[config.mk]
export PLATFORM = sky130hd
export DESIGN_NAME = mmio_uart_tx
export DESIGN_NICKNAME = d
export VERILOG_FILES = /design/src/rtl/mmio_uart_tx.sv
export SDC_FILE = /design/constraint.sdc
export NUM_CORES = 1
export LEC_CHECK = 0
export BUFFER_PORTS_ARGS = -buffer_cell sky130_fd_sc_hd__buf_2
export CORE_MARGIN = 2
export CORE_UTILIZATION = 40
export CTS_CLUSTER_DIAMETER = 60
export DETAILED_ROUTE_END_ITERATION = 16
export PLACE_DENSITY_LB_ADDON = 0.3
export SYNTH_ARGS = -nofsm -noshare
export SYNTH_HDL_FRONTEND = slang
export SYNTH_SLANG_ARGS = --single-unit
[constraint.sdc]
create_clock -name clk -period 6.4 [get_ports clk]
set_input_delay 0.96 -clock clk [delete_from_list [all_inputs] [get_ports clk]]
set_output_delay 0.96 -clock clk [all_outputs]
set_load 0.005 [all_outputs]
[src/rtl/mmio_uart_tx.sv]
// Memory-mapped 8N1 serial transmitter: TXDATA pushes into a byte FIFO, STATUS reports fill/overflow,
// and a small FSM shifts bytes out LSB first with a fixed number of clocks per bit.
module mmio_uart_tx #(
    parameter logic [31:0] BASE_ADDR    = 32'h1000_0000,
    parameter int          FIFO_DEPTH   = 8,
    parameter int          CLKS_PER_BIT = 4
) (
    input  logic        clk,
    input  logic        rst,
    input  logic        mem_we,
    input  logic [2:0]  mem_type,
    input  logic [31:0] addr,
    input  logic [31:0] wdata,
    output logic [31:0] rdata,
    output logic        hit,
    output logic        tx,
    output logic        irq_empty
);

    // state    | meaning
    // ST_IDLE  | line high; pops the FIFO head when count>0
    // ST_START | start bit (0) for CLKS_PER_BIT clocks
    // ST_DATA  | eight data bits, LSB first, shreg shifts right per bit
    // ST_STOP  | stop bit (1) for CLKS_PER_BIT clocks
    typedef enum logic [1:0] {
        ST_IDLE,
        ST_START,
        ST_DATA,
        ST_STOP
    } state_t;

    localparam int PW = $clog2(FIFO_DEPTH);
    localparam int CW = PW + 1;
    localparam int BW = $clog2(CLKS_PER_BIT);
    localparam logic [CW-1:0] DEPTH_C  = CW'(FIFO_DEPTH);
    localparam logic [BW-1:0] BAUD_TOP = BW'(CLKS_PER_BIT - 1);

    state_t        state_q, state_d;
    logic [BW-1:0] baud_q, baud_d;
    logic [2:0]    bit_q, bit_d;
    logic [7:0]    shreg_q, shreg_d;
    logic [PW-1:0] wr_ptr_q, wr_ptr_d;
    logic [PW-1:0] rd_ptr_q, rd_ptr_d;
    logic [CW-1:0] count_q, count_d;
    logic          overflow_q, overflow_d;
    logic [7:0]    fifo_q [FIFO_DEPTH];

    logic        push, clr, push_ok, pop;
    logic        full, empty, busy;
    logic [31:0] status_word, sel_word;
    logic [7:0]  sel_byte;
    logic [15:0] sel_half;
    logic        unused_wdata;

    assign unused_wdata = ^wdata[31:8];

    assign hit   = (addr[31:3] == BASE_ADDR[31:3]);
    assign push  = mem_we & hit & ~addr[2];
    assign clr   = mem_we & hit & addr[2];
    assign full  = (count_q == DEPTH_C);
    assign empty = (count_q == '0);
    assign busy  = (state_q != ST_IDLE);
    // Full is judged on the pre-edge count, so a same-cycle pop never frees a slot for a push.
    assign push_ok = push & ~full;
    assign pop     = (state_q == ST_IDLE) & ~empty;

    assign irq_empty   = empty & ~busy;
    assign status_word = {16'h0, 8'(count_q), 4'h0, overflow_q, busy, empty, full};

    always_comb begin
        wr_ptr_d   = wr_ptr_q;
        rd_ptr_d   = rd_ptr_q;
        count_d    = count_q;
        overflow_d = overflow_q;
        if (push_ok) begin
            wr_ptr_d = wr_ptr_q + PW'(1);
        end
        if (pop) begin
            rd_ptr_d = rd_ptr_q + PW'(1);
        end
        unique case ({push_ok, pop})
            2'b10:   count_d = count_q + CW'(1);
            2'b01:   count_d = count_q - CW'(1);
            default: count_d = count_q;
        endcase
        if (push & full) begin
            overflow_d = 1'b1;
        end else if (clr & wdata[3]) begin
            overflow_d = 1'b0;
        end
    end

    always_comb begin
        state_d = state_q;
        baud_d  = baud_q;
        bit_d   = bit_q;
        shreg_d = shreg_q;
        tx      = 1'b1;
        unique case (state_q)
            ST_IDLE: begin
                if (pop) begin
                    shreg_d = fifo_q[rd_ptr_q];
                    baud_d  = BAUD_TOP;
                    state_d = ST_START;
                end
            end
            ST_START: begin
                tx = 1'b0;
                if (baud_q == '0) begin
                    baud_d  = BAUD_TOP;
                    bit_d   = 3'd0;
                    state_d = ST_DATA;
                end else begin
                    baud_d = baud_q - BW'(1);
                end
            end
            ST_DATA: begin
                tx = shreg_q[0];
                if (baud_q == '0) begin
                    baud_d  = BAUD_TOP;
                    shreg_d = {1'b0, shreg_q[7:1]};
                    if (bit_q == 3'd7) begin
                        state_d = ST_STOP;
                    end else begin
                        bit_d = bit_q + 3'd1;
                    end
                end else begin
                    baud_d = baud_q - BW'(1);
                end
            end
            ST_STOP: begin
                if (baud_q == '0) begin
                    state_d = ST_IDLE;
                end else begin
                    baud_d = baud_q - BW'(1);
                end
            end
            default: state_d = ST_IDLE;
        endcase
    end

    // Loads see the selected word narrowed by mem_type; TXDATA always reads as zero.
    always_comb begin
        sel_word = addr[2] ? status_word : 32'h0;
        sel_byte = sel_word[{addr[1:0], 3'b000} +: 8];
        sel_half = sel_word[{addr[1], 4'b0000} +: 16];
        rdata    = 32'h0;
        if (hit) begin
            unique case (mem_type)
                3'b000:  rdata = {{24{sel_byte[7]}}, sel_byte};
                3'b001:  rdata = {{16{sel_half[15]}}, sel_half};
                3'b100:  rdata = {24'h0, sel_byte};
                3'b101:  rdata = {16'h0, sel_half};
                default: rdata = sel_word;
            endcase
        end
    end

    always_ff @(posedge clk) begin
        if (push_ok) begin
            fifo_q[wr_ptr_q] <= wdata[7:0];
        end
    end

    always_ff @(posedge clk) begin
        if (rst) begin
            state_q    <= ST_IDLE;
            baud_q     <= '0;
            bit_q      <= 3'd0;
            shreg_q    <= 8'h0;
            wr_ptr_q   <= '0;
            rd_ptr_q   <= '0;
            count_q    <= '0;
            overflow_q <= 1'b0;
        end else begin
            state_q    <= state_d;
            baud_q     <= baud_d;
            bit_q      <= bit_d;
            shreg_q    <= shreg_d;
            wr_ptr_q   <= wr_ptr_d;
            rd_ptr_q   <= rd_ptr_d;
            count_q    <= count_d;
            overflow_q <= overflow_d;
        end
    end

endmodule

# Word level (Yosys, flattened, before mapping)

Memory sizes are Yosys's and may differ from the RTL's. A register that Yosys moved wholly into a read port is not among the register bits.
Cells that the tools add are included.

Memory bits (writable): 64
Word-level logic and storage cells: 89
Latch bits: 0
ROM bits: 0
Register bits: 26
Input bits: 70
Memories kept: 1

Memory list:

| memory | depth | bits a word | read ports | clocked after memory_dff | write ports | RTL line | RTL |
|---|---|---|---|---|---|---|---|
| fifo_q | 8     | 8           | 1          | 1                        | 1           | 46       | `logic [7:0] fifo_q [FIFO_DEPTH];` |

Add/subtract/negate cells: 6
Divide/modulo/power cells: 0
Reductions and logical operators: 14
Mux-type cells: 28
Equal/unequal tests: 18
Shift operators: 2
Bitwise logic cells: 12
$mul: 0
Order comparisons: 0

Operators by type and width:

| kind                 | number |
|---|---|
| $pmux 32 s4          | 1 |
| $mux 32              | 1 |
| $shiftx 32x6->16     | 1 |
| $shiftx 32x6->8      | 1 |
| $eq 29x26->1 const B | 1 |
| $mux 2               | 8 |
| $mux 8               | 2 |
| $pmux 8 s2           | 1 |
| $mux 3               | 5 |
| $ne 2x2->1 const B   | 7 |
| $mux 12              | 1 |
| $reduce_bool 2->1    | 5 |
| $add 3x1->3 const B  | 3 |
| $eq 3x3->1 const B   | 3 |
| $and 1x1->1          | 8 |
| $pmux 2 s4           | 1 |
| $pmux 4 s2           | 1 |
| $eq 2x2->1 const B   | 3 |
| $pmux 2 s3           | 1 |
| $pmux 3 s2           | 1 |
| $reduce_and 5->1     | 1 |
| $add 4x1->4 const B  | 1 |
| $eq 2x1->1 const B   | 2 |
| $eq 4x4->1 const B   | 1 |
| 13 further kinds     | 20 |

# Logic depth before layout (Yosys ltp)

Depth after elaboration: 6
Gate-level depth with buffers: 12

# Least setup slack after synthesis

Ideal clock, no wire load.

Path kind: input -> register
Start point: input addr[16]
End point: memory fifo_q[1][0], enable pin
Path buffers: 0
Data required time: 6,002 ps
Arrival: 2,751 ps
Stages on the path: 4
Slack: 3,251 ps
Library setup time: 398 ps
Path through: nor4_2 > and4_1 > nand3_1 > nor4b_1

Cells in the longest elaborated chain, start to end: 6

Ends and longest elaborated chain:

| what                         | RTL line | RTL |
|---|---|---|
| start: declaration           | 12       | `input logic [31:0] addr,` |
| $eq 29x26->1                 | 57       | `assign hit = (addr[31:3] == BASE_ADDR[31:3]);` |
| $and 1x1->1 (2 in series)    | 58       | `assign push = mem_we & hit & ~addr[2];` |
| $and 1x1->1                  | 64       | `assign push_ok = push & ~full;` |
| $mux 1                       | 160      | `if (push_ok) begin` |
| $mux 1 (not written as such) | 161      | `fifo_q[wr_ptr_q] <= wdata[7:0];` |
| end: declaration             | 46       |  |

No other way between the ends.

# Worst setup path in the final report

Start point: input addr[23]
End point: output rdata[1]

Cells in the longest elaborated chain, start to end: 2

Ends and longest elaborated chain:

| what             | RTL line | RTL |
|---|---|---|
| $eq 29x26->1     | 57       |  |
| $mux 32          | 148      | `if (hit) begin` |
| end: declaration | 14       | `output logic [31:0] rdata,` |

No other way between the ends.

==> metrics.md <==
| Metric | Value |
|---|---|
| Synthesized area | `between 0.004 and 0.005 mm2` |
| Nets | `~480` |
| Seq cells post-synth | `93` |
| Post-cts gate resize count | `0` |
| Top-count cell post-synth | `edfxtp_1` |
| Clock sinks | `93` |
| Clock latency on the worst-skew pair | `between 0.3 and 0.4 ns` |
| Vias in the first global route | `~2700` |
| Rel. slew slack | `~31%` |
| Period utilization | `a little over half` |
| Clock root buffer | `clkbuf_8` |
| Area post-placement | `0.00479 mm2` |
| Worst Hold Class | `flip-flop to flip-flop` |
| CTS tree | `done` |
| Via density | `between 5 and 6` |
| Clock Pin Slew Worst Setup and Hold Paths | `~0.080 ns` |
| Clock share of power | `about 28%` |
| Crit Path Category | `primary input to output port` |
| Reg power frac | `a little under three fifths` |
| Metal2 WL | `~4000 um` |
| Worst vdd ir | `between 100 and 150 uV` |
| Synth Area in Compound Gates | `around 7.8%` |
| Detailed Routing Iterations Pass 1 | `4` |
| Main synth FF type | `edfxtp_1` |
| Die X | `between 100 and 150 um` |
| Final hold violation count | `0` |
| Placed cells | `523` |
| Net Sw Frac | `26.4%` |
| Tightest Pin Transition | `approximately 1.0 ns` |
| # diodes | `0` |
| Initial antenna violation count | `0` |
| IO buf count | `55` |
| Post-route cell area | `approximately 0.0050 mm2` |
| Crit start category | `primary input` |
| Total wire length | `just over 8000 um` |
| Outcome | `finished clean` |
| Post-Syn Instances | `approximately 340` |
| Slowest cell delay on critical path | `0.41 ns` |
| Total grt overflow | `0` |
| NetSw | `around 0.32 mW` |
| Core ar. | `0.0108 mm2` |
| Die area | `0.0120 mm2` |
| Met1 WL | `roughly 3700 um` |
| Area share of and/or/nand/nor cells after synthesis | `12.8%` |
| H-tree depth reported by CTS | `3` |
| Post-synth ARST share | `0%` |
| Post-synthesis sequential area ratio | `a little under three fifths` |
| Total power | `between 1 and 1.5 mW` |
| Post-CTS Hold Buffers | `0` |
| CP Max Fanout | `9` |
| Clock Path Buffers | `2` |
| Share of layout cells above drive strength 1 | `29.9%` |
| Setup_tns | `0 ns` |
| Synth warn | `0` |
| # Max-Cap Violations | `0` |
| DR top layer | `met4` |
| CP delay by family, top | `simple AND/OR/NAND/NOR gates` |
| First-pass GRT wire length | `13600 um` |
| CP endpoint kind | `output port` |
| Top cell type by total area after synthesis | `edfxtp_1` |
| Dpl hpwl | `between 5000 and 6000 um` |
| Mux cell area share after synthesis | `roughly an eighth` |
| Top cell by count, worst path | `buf_2` |
| Rows | `38` |
| Area contributors post-synth | `edfxtp_1 43%, dfxtp_1 13%, mux4_2 8.1%` |
| Drc violations | `0` |
| Initial Utilization | `40.9%` |
| CTS buffer count | `9` |
| Post-synth top area share | `between 40 and 50%` |
| CP Cell Sequence | `buf_2 -> nor4_2 -> nand4_2 -> nor3_2 -> a21boi_0 -> buf_2` |
| Routed len/inst | `roughly 15 um` |
| Final WS setup | `a little under 3 ns` |
| Metal3 WL | `around 420 um` |
| CP bufs+invs | `2` |
| Logic gate share of total power | `approximately 15%` |
| Non-Filler Instances | `about 540` |
| Cell-internal power | `0.881 mW` |
| Clock period minus worst slack | `3.42 ns` |
| Power Density | `241 mW/mm2` |
| Post-route ant nets | `0` |
| Worst Path Required | `5.44 ns` |
| RSZ-0062 raised after global routing | `false` |
| Chip height | `~110 um` |
| Most frequent cells after synthesis | `64 x edfxtp_1, 29 x dfxtp_1, 24 x buf_4` |
| Area grow syn2layout | `11.7%` |
| Largest family of logic cells by synthesized area | `simple AND/OR/NAND/NOR gates` |
| Slowest CP cell | `nor3_2` |
| IO Count | `around 110` |
| CP arrival | `roughly 2.5 ns` |
| Iter 0 DRT Violations | `~150` |
| Syn_area_per_cell | `13.2 um2` |
| Setup Skew | `a little over 0.009 ns` |
| Fin. max-slew vios | `0` |
| Largest net degree at the start of global routing | `30` |
| Post-synthesis cell type count | `55` |
| Leak Pwr | `about 1.8 nW` |
| Setup Buffers After CTS | `0` |
| # fillers | `slightly below 1000` |
| Worst slack, placed | `2.75 ns` |
| Total GRT Usage | `15.3%` |
| RD Place Congestion | `~0.76` |
| Final setup fails | `0` |
| Post-Synth XOR/XNOR Area | `less than 1%` |
| Post-synth EDFFs | `between 60 and 70` |
| Vias | `2790` |
| Fmax | `about 290 MHz` |
| Adder-Cell Fraction of Synth Area | `between 3 and 4%` |
worst paths after layout:
kind         cells after the start  slack (ns)                      end                    start
max                              6        2.98                 rdata[1]                 addr[23]
min                              2        0.45  shreg_q[1]$_SDFFE_PP0P_  shreg_q[1]$_SDFFE_PP0P_
max reg2reg                      9        3.52  count_q[2]$_SDFFE_PP0P_  count_q[1]$_SDFFE_PP0P_
min reg2reg                      2        0.45  shreg_q[1]$_SDFFE_PP0P_  shreg_q[1]$_SDFFE_PP0P_
worst register-to-register path, delay by kind of cell (launching register included):
family	cells	cell delay, ns
AND/OR/NAND/NOR	3	1.34
adder cells (fa/ha/maj)	2	0.51
XOR/XNOR	2	0.25
flip-flops	1	0.43
AO/OA/AOI/OAI	2	0.28
cell usage in the layout, fill, tap and decap left out, types with 6 or more instances in the layout:
master	n
buf_2	55
nor2_1	17
a21oi_1	15
nand2_1	16
nand2b_1	7
buf_4	8
edfxtp_1	64
o21ai_0	7
ha_1	12
conb_1	24
inv_1	11
nor4_2	6
clkbuf_8	9
mux2_2	10
mux4_2	16
dfxtp_1	29
o211ai_1	7
layout make-up:
cell class / instances / area, um2 / share of cell area [%]
Clock buffer: 10 / 128 / 2.57
Clock inverter: 5 / 36.3 / 0.732
Inverter: 11 / 41.3 / 0.833
Multi-Input combinational cell: 216 / 1740 / 35.1
Sequential cell: 93 / 2500 / 50.5
Tap cell: 140 / 175 / 3.53
Timing Repair Buffer: 63 / 335 / 6.76
power groups by stage:
stage          clock [mW]  combinational (mW)  sequential (mW)
6_report            0.339               0.183            0.674
2_1_floorplan           0               0.141            0.685
5_1_grt             0.378               0.215            0.677
3_3_place_gp            0               0.177            0.686
3_5_place_dp            0               0.183            0.688
4_1_cts             0.353               0.184            0.674
state kept, by name, summed over array words and instances (netlist names), named ones only:
register	cells
fifo_q	64
shreg_q	8
count_q	4
bit_q	3
rd_ptr_q	3
wr_ptr_q	3
baud_q	2
state_q	2
overflow_q	1
stage by stage:
| step | hold slack [ns] | utilization (%) |
|---|---|---|
| global route | 0.483 | 45.7 |
| floorplan | 0.431 | - |
| finish | 0.452 | 45.7 |
| CTS | 0.454 | 45.7 |
| detailed placement | 0.442 | 44.2 |
| global placement | 0.436 | 44.2 |
layer usage:
layer | up-vias | track usage (%)
li1 | 1344 | -
met1 | 1342 | 19.7
met2 | 94 | 25.3
met3 | 10 | 2.85
met4 | 0 | 6.78
met5 | - | 0
cells by family (layout without fill, tap and decap cells):
logic type	after synthesis	count (layout)
XOR/XNOR	5	5
flip-flops	93	93
AO/OA/AOI/OAI	52	52
other	1	24
multiplexers	31	31
adder cells (fa/ha/maj)	12	12
buffers and inverters	51	89
AND/OR/NAND/NOR	92	92
(Power assumes the default switching activity.)
